[src/rtl/conv1d_mac_ctrl_pkg.sv]
// Shared types and constants for the conv1d MAC sequencer and its address generator.
package conv1d_mac_ctrl_pkg;

   localparam int DEF_WIDTH_DATA = 8;

   typedef enum logic [1:0] {
      IDLE  = 2'd0,
      RUN   = 2'd1,
      DRAIN = 2'd2,
      OUT   = 2'd3
   } state_t;

   function automatic int psum_width(input int width_data);
      return 2 * width_data;
   endfunction

endpackage

[src/rtl/conv1d_addr_gen.sv]
// Tap/output/base counters for the conv1d sequencer; presents the read addresses of the
// tap currently being issued and flags the first tap, last tap and last output.
module conv1d_addr_gen
   import conv1d_mac_ctrl_pkg::*;
#(
   parameter int KLEN_W  = 5,
   parameter int OLEN_W  = 10,
   parameter int FADDR_W = 10,
   parameter int WADDR_W = 5
) (
   input  logic               clk,
   input  logic               rst,
   input  logic               init,
   input  logic               step_tap,
   input  logic               next_out,
   input  logic [KLEN_W-1:0]  cfg_klen,
   input  logic [OLEN_W-1:0]  cfg_olen,
   input  logic [FADDR_W-1:0] cfg_stride,
   output logic [FADDR_W-1:0] feat_addr,
   output logic [WADDR_W-1:0] wgt_addr,
   output logic               first_tap,
   output logic               last_tap,
   output logic               last_out
);

   logic [KLEN_W-1:0]  k;
   logic [OLEN_W-1:0]  o;
   logic [FADDR_W-1:0] base;
   logic [KLEN_W-1:0]  klen_q;
   logic [OLEN_W-1:0]  olen_q;
   logic [FADDR_W-1:0] stride_q;

   // feat_addr is kept as its own register (base+k) so no adder sits on the address path
   always_ff @(posedge clk or posedge rst) begin
      if (rst) begin
         k         <= '0;
         o         <= '0;
         base      <= '0;
         feat_addr <= '0;
         klen_q    <= '0;
         olen_q    <= '0;
         stride_q  <= '0;
      end else if (init) begin
         k         <= '0;
         o         <= '0;
         base      <= '0;
         feat_addr <= '0;
         klen_q    <= cfg_klen;
         olen_q    <= cfg_olen;
         stride_q  <= cfg_stride;
      end else if (step_tap) begin
         k         <= k + KLEN_W'(1);
         feat_addr <= feat_addr + FADDR_W'(1);
      end else if (next_out) begin
         k         <= '0;
         o         <= o + OLEN_W'(1);
         base      <= base + stride_q;
         feat_addr <= base + stride_q;
      end
   end

   assign wgt_addr  = WADDR_W'(k);
   assign first_tap = (k == '0);
   assign last_tap  = (k == klen_q - KLEN_W'(1));
   assign last_out  = (o == olen_q - OLEN_W'(1));

endmodule

[src/rtl/conv1d_mac_ctrl.sv]
// Conv1d MAC sequencer: walks K taps per output, accumulates via an external MAC and
// streams one sum per output. Optional CONV1D_RELU_EN clamps negative results to zero.
module conv1d_mac_ctrl
   import conv1d_mac_ctrl_pkg::*;
#(
   parameter int WIDTH_DATA = DEF_WIDTH_DATA,
   parameter int KLEN_W     = 5,
   parameter int OLEN_W     = 10,
   parameter int FADDR_W    = 10,
   parameter int WADDR_W    = 5
) (
   input  logic                    clk,
   input  logic                    rst,
   input  logic                    start,
   input  logic [KLEN_W-1:0]       cfg_klen,
   input  logic [OLEN_W-1:0]       cfg_olen,
   input  logic [FADDR_W-1:0]      cfg_stride,
   output logic                    busy,
   output logic                    done,
   output logic                    feat_rd_en,
   output logic                    wgt_rd_en,
   output logic [FADDR_W-1:0]      feat_addr,
   output logic [WADDR_W-1:0]      wgt_addr,
   input  logic [WIDTH_DATA-1:0]   feat_data,
   input  logic [WIDTH_DATA-1:0]   wgt_data,
   output logic [WIDTH_DATA-1:0]   mac_weight,
   output logic [WIDTH_DATA-1:0]   mac_feature,
   output logic [2*WIDTH_DATA-1:0] mac_psum_in,
   input  logic [2*WIDTH_DATA-1:0] mac_psum_out,
   output logic                    out_valid,
   input  logic                    out_ready,
   output logic [2*WIDTH_DATA-1:0] out_data,
   output logic                    out_last
);

   localparam int PSUM_W = psum_width(WIDTH_DATA);

   state_t             state;
   logic               rd_en;
   logic               data_vld;
   logic               data_first;
   logic [PSUM_W-1:0]  acc;
   logic [PSUM_W-1:0]  result;
   logic               cfg_ok;
   logic               init;
   logic               step_tap;
   logic               next_out;
   logic               first_tap;
   logic               last_tap;
   logic               last_out;

   conv1d_addr_gen #(
      .KLEN_W  (KLEN_W),
      .OLEN_W  (OLEN_W),
      .FADDR_W (FADDR_W),
      .WADDR_W (WADDR_W)
   ) u_addr_gen (
      .clk        (clk),
      .rst        (rst),
      .init       (init),
      .step_tap   (step_tap),
      .next_out   (next_out),
      .cfg_klen   (cfg_klen),
      .cfg_olen   (cfg_olen),
      .cfg_stride (cfg_stride),
      .feat_addr  (feat_addr),
      .wgt_addr   (wgt_addr),
      .first_tap  (first_tap),
      .last_tap   (last_tap),
      .last_out   (last_out)
   );

   always_comb begin
      cfg_ok   = (cfg_klen != '0) && (cfg_olen != '0);
      init     = (state == IDLE) && start && cfg_ok;
      step_tap = (state == RUN) && !last_tap;
      next_out = (state == OUT) && out_ready && !last_out;
   end

   assign feat_rd_en  = rd_en;
   assign wgt_rd_en   = rd_en;
   assign mac_weight  = wgt_data;
   assign mac_feature = feat_data;
   assign mac_psum_in = data_first ? '0 : acc;

`ifdef CONV1D_RELU_EN
   always_comb result = mac_psum_out[PSUM_W-1] ? '0 : mac_psum_out;
`else
   always_comb result = mac_psum_out;
`endif

   // data_vld/data_first track the tap whose read data arrives this cycle (one behind issue)
   always_ff @(posedge clk or posedge rst) begin
      if (rst) begin
         state      <= IDLE;
         busy       <= 1'b0;
         done       <= 1'b0;
         rd_en      <= 1'b0;
         out_valid  <= 1'b0;
         out_data   <= '0;
         out_last   <= 1'b0;
         acc        <= '0;
         data_vld   <= 1'b0;
         data_first <= 1'b0;
      end else begin
         done       <= 1'b0;
         data_vld   <= rd_en;
         data_first <= rd_en && first_tap;
         if (data_vld)
            acc <= mac_psum_out;
         case (state)
            IDLE: begin
               if (start) begin
                  if (cfg_ok) begin
                     state <= RUN;
                     busy  <= 1'b1;
                     rd_en <= 1'b1;
                     acc   <= '0;
                  end else begin
                     done <= 1'b1;
                  end
               end
            end
            RUN: begin
               if (last_tap) begin
                  state <= DRAIN;
                  rd_en <= 1'b0;
               end
            end
            DRAIN: begin
               state     <= OUT;
               out_valid <= 1'b1;
               out_data  <= result;
               out_last  <= last_out;
            end
            OUT: begin
               if (out_ready) begin
                  out_valid <= 1'b0;
                  out_last  <= 1'b0;
                  if (last_out) begin
                     state <= IDLE;
                     busy  <= 1'b0;
                     done  <= 1'b1;
                  end else begin
                     state <= RUN;
                     rd_en <= 1'b1;
                  end
               end
            end
            default: state <= IDLE;
         endcase
      end
   end

endmodule

[config.mk]
export PLATFORM = sky130hd
export DESIGN_NAME = conv1d_mac_ctrl
export DESIGN_NICKNAME = d
export VERILOG_FILES = /design/src/rtl/conv1d_mac_ctrl_pkg.sv /design/src/rtl/conv1d_addr_gen.sv /design/src/rtl/conv1d_mac_ctrl.sv
export SDC_FILE = /design/constraint.sdc
export NUM_CORES = 1
export LEC_CHECK = 0
export CAP_MARGIN = 25
export CORE_MARGIN = 1
export CORE_UTILIZATION = 51
export CTS_CLUSTER_DIAMETER = 100
export CTS_CLUSTER_SIZE = 16
export DETAILED_ROUTE_END_ITERATION = 12
export GPL_TIMING_DRIVEN = 0
export PLACE_DENSITY = 0.92
export SYNTH_ARGS = -nofsm -noshare
export SYNTH_HDL_FRONTEND = slang
export SYNTH_SLANG_ARGS = --single-unit
[constraint.sdc]
create_clock -name clk -period 3.9 [get_ports clk]
set_input_delay 0.585 -clock clk [delete_from_list [all_inputs] [get_ports clk]]
set_output_delay 0.585 -clock clk [all_outputs]
set_load 0.1 [all_outputs]
==> impl_metrics.py <==
metrics = {
    "outcome": {
        "status": "finished clean",
    },
    "flow_run": {
        "maxCapViolCount": 0,
    },
    "grt": {
        "grt_overflow": 0,
        "grt_use_total_pct": 25.0,
        "grt_pass1_wl_um": 22300,
        "grt_antenna_before_repair": 0,
        "grt_max_degree": 66,
        "first_global_vias": 4659,
    },
    "critical_path": {
        "critPathMaxFanout": 10,
        "worst_ep_arrival_time_ns": 3.27,
        "timing.rr.start": "u_addr_gen.olen_q[0]",
        "required_ns": 4.14,
        "startpoint_type": "flip-flop",
        "worstSetupEndpointType": "flip-flop",
        "worst_r2r_endpoint": "u_addr_gen.feat_addr[1]",
        "worstSetupPathType": "reg -> reg",
        "rrSetupSlack_ns": 0.88,
        "worstRegToRegCells": 11,
    },
    "synth": {
        "syn_nets": 659,
        "syn_avg_cell_area_um2": 9.58,
        "ys.flop_type": "dfrtp_1",
        "synth_adder_area_share_pct": 4.89,
        "synth.area.top_cells": "dfrtp_1 46%, nand2_1 7.0%, ha_1 4.5%, mux2i_1 3.8%, mux2_2 3.3%",
        "ys_types": 60,
        "synth_mux_area_share_pct": 7.06,
        "synth_simple_gate_area_share_pct": 20.7,
        "synth_warnings": 0,
        "netlist_area_um2": 5530,
        "synth_top_family_by_area": "simple AND/OR/NAND/NOR gates",
        "synth_compound_area_share_pct": 11.9,
        "synth-edff-count": 0,
        "synth_top_area_share_pct": 45.7,
        "async_flop_share_pct": 100,
        "synth_top_area_cell": "dfrtp_1",
        "synth-xor-area-share_pct": 4.75,
        "syn_inst": 577,
        "synth_seq_area_share_pct": 45.7,
        "ys_ff_latch": 101,
    },
    "layout": {
        "final_util_pct": 67.5,
        "num-fill-cells": 793,
        "diodes": 0,
        "drive_gt1_share_pct": 9.62,
        "area_growth_pct": 27.2,
        "nNetsFinal": 784,
    },
    "cts": {
        "clk_latency_ns": 0.38,
        "clock_path_buffers": 2,
        "cts_buffers": 9,
        "cts_tree": "built",
        "numClockSinks": 101,
        "cts.clk_slew.worst_paths_ns": 0.11,
        "cts_hold_buf": 0,
        "post_cts_buffers": 0,
        "h-tree-depth": 3,
        "cts_resized": 0,
        "cts-root-buf": "clkbuf_8",
    },
    "die": {
        "std_cell_rows": 37,
        "pin_count": 130,
        "start_util_pct": 53.1,
        "chipHeight_um": 106,
        "core-area_um2": 10400,
        "die_w_um": 106,
        "die_area_um2": 11300,
    },
    "route": {
        "wirelength_um": 13600,
        "dr.pass1.iters": 6,
        "ant_nets": 0,
        "vias": 4760,
        "drt_iter0_drc": 355,
        "routedWlPerCell_um": 16.2,
        "drcViolationCount": 0,
        "vias_per_cell": 5.65,
    },
    "sta": {
        "clock_skew_ns": 0.0193,
        "fmax_ghz": 0.331,
        "maxSlewViolCount": 0,
        "rsz0062_at_grt": "no",
        "max_slew_margin_pct": 32.2,
        "holdWs_ns": 0.494,
        "setup_viol_count_final": 0,
        "setup_tns_ns": 0,
        "hold_viol": 0,
        "timing.final.crit_period_ns": 3.02,
        "fin_crit_sh_pct": 77.6,
        "worst_pin_slew_ns": 1.01,
    },
    "place": {
        "io_buffers": 113,
        "gp_congestion": 0.947,
        "hpwl_um": 10300,
    },
    "hold_path": {
        "hp-start": "feat_rd_en",
        "hold_depth": 0,
        "hp-class": "reg -> reg",
        "whs_endpoint": "data_vld",
    },
}
==> placed cells by master, fill, tap and decap left out, drive strengths merged, types with 10 or more instances in the layout <==
master / instances
nor3: 11
buf: 22
ha: 20
mux2: 16
a21oi: 28
nor2: 45
xnor2: 18
nand3: 24
mux2i: 21
inv: 13
clkbuf: 31
xor2: 12
clkdlybuf4s50: 113
dfrtp: 101
nand2: 103
o21ai: 22
nor2b: 16
a31oi: 10
==> stage by stage <==
| step | setup slack, ns | instances | area, µm² |
|---|---|---|---|
| 6_report | 0.875 | 843 | 7030 |
| 2_1_floorplan | 0.668 | 577 | 5530 |
| 3_5_place_dp | 0.759 | 827 | 6860 |
| 5_1_grt | 0.642 | 843 | 7030 |
| 3_3_place_gp | -0.669 | 826 | 6830 |
| 4_1_cts | 0.862 | 843 | 7030 |
==> state kept, by name (all words and copies together) (netlist names) <==
| register | flops |
|---|---|
| acc | 16 |
| out_data | 16 |
| u_addr_gen.base | 10 |
| u_addr_gen.feat_addr | 10 |
| u_addr_gen.o | 10 |
| u_addr_gen.olen_q | 10 |
| u_addr_gen.stride_q | 10 |
| u_addr_gen.klen_q | 5 |
| u_addr_gen.wgt_addr | 5 |
| state | 2 |
| busy | 1 |
| data_first | 1 |
| data_vld | 1 |
| done | 1 |
| feat_rd_en | 1 |
| out_last | 1 |
| out_valid | 1 |
==> cells in the mapped netlist (11+ instances only) <==
master / instances
a21oi_1: 27
clkbuf_1: 21
buf_4: 18
nor2_1: 45
xnor2_1: 18
mux2_2: 16
dfrtp_1: 101
xor2_1: 12
nor2b_1: 16
mux2i_1: 21
inv_1: 11
ha_1: 20
nand3_1: 24
o21ai_1: 15
nand2_1: 103
==> how the worst max path moves through the flow <==
stage,from,to,depth (start not counted)
finish,u_addr_gen.olen_q[0],u_addr_gen.feat_addr[1],11
global route,u_addr_gen.olen_q[0],u_addr_gen.feat_addr[0],11
detailed placement,cfg_klen[4],u_addr_gen.base[5],9
CTS,data_first,mac_psum_in[8],3
floorplan,rst,acc[0],1
global placement,rst,u_addr_gen.stride_q[6],2
==> layer usage <==
layer / global-route usage (%) / routed length [µm]
met1: 31.8 / 5690
met2: 42.9 / 6840
met3: 3.56 / 835
met4: 9.42 / 270
met5: 0 / 0
==> area by class of cell <==
cell class / instances / area [µm²] / area share [%]
Multi-Input combinational cell: 423 / 2730 / 38.7
Buffer: 42 / 235 / 3.34
Timing Repair Buffer: 114 / 1160 / 16.5
Sequential cell: 101 / 2530 / 35.9
Clock buffer: 10 / 128 / 1.81
Clock inverter: 6 / 46.3 / 0.658
Inverter: 11 / 43.8 / 0.623
Tap cell: 136 / 170 / 2.42
==> cell families (layout without fill, tap and decap cells) <==
| group | Yosys count | count (layout) |
|---|---|---|
| and+or+nand+nor | 241 | 241 |
| DFF | 101 | 101 |
| AOI/OAI and AO/OA | 94 | 94 |
| buffers and inverters | 53 | 183 |
| muxes | 37 | 37 |
| xor gates and xnor gates | 30 | 30 |
| adders and majority gates | 21 | 21 |
==> critical path, cell delays in order, from the launching register on <==
cell and delay (ns):
dfrtp_1 0.46, inv_1 0.10, ha_1 0.15, clkbuf_1 0.30, nand2_1 0.11, o31ai_1 0.24, o2111ai_1 0.20, nor4_4 0.53
a21o_1 0.25, buf_2 0.24, mux2i_1 0.21, a21oi_1 0.08
Power is not shown: default switching activity piles up to over one toggle a cycle in this logic, so the estimate is an artifact.
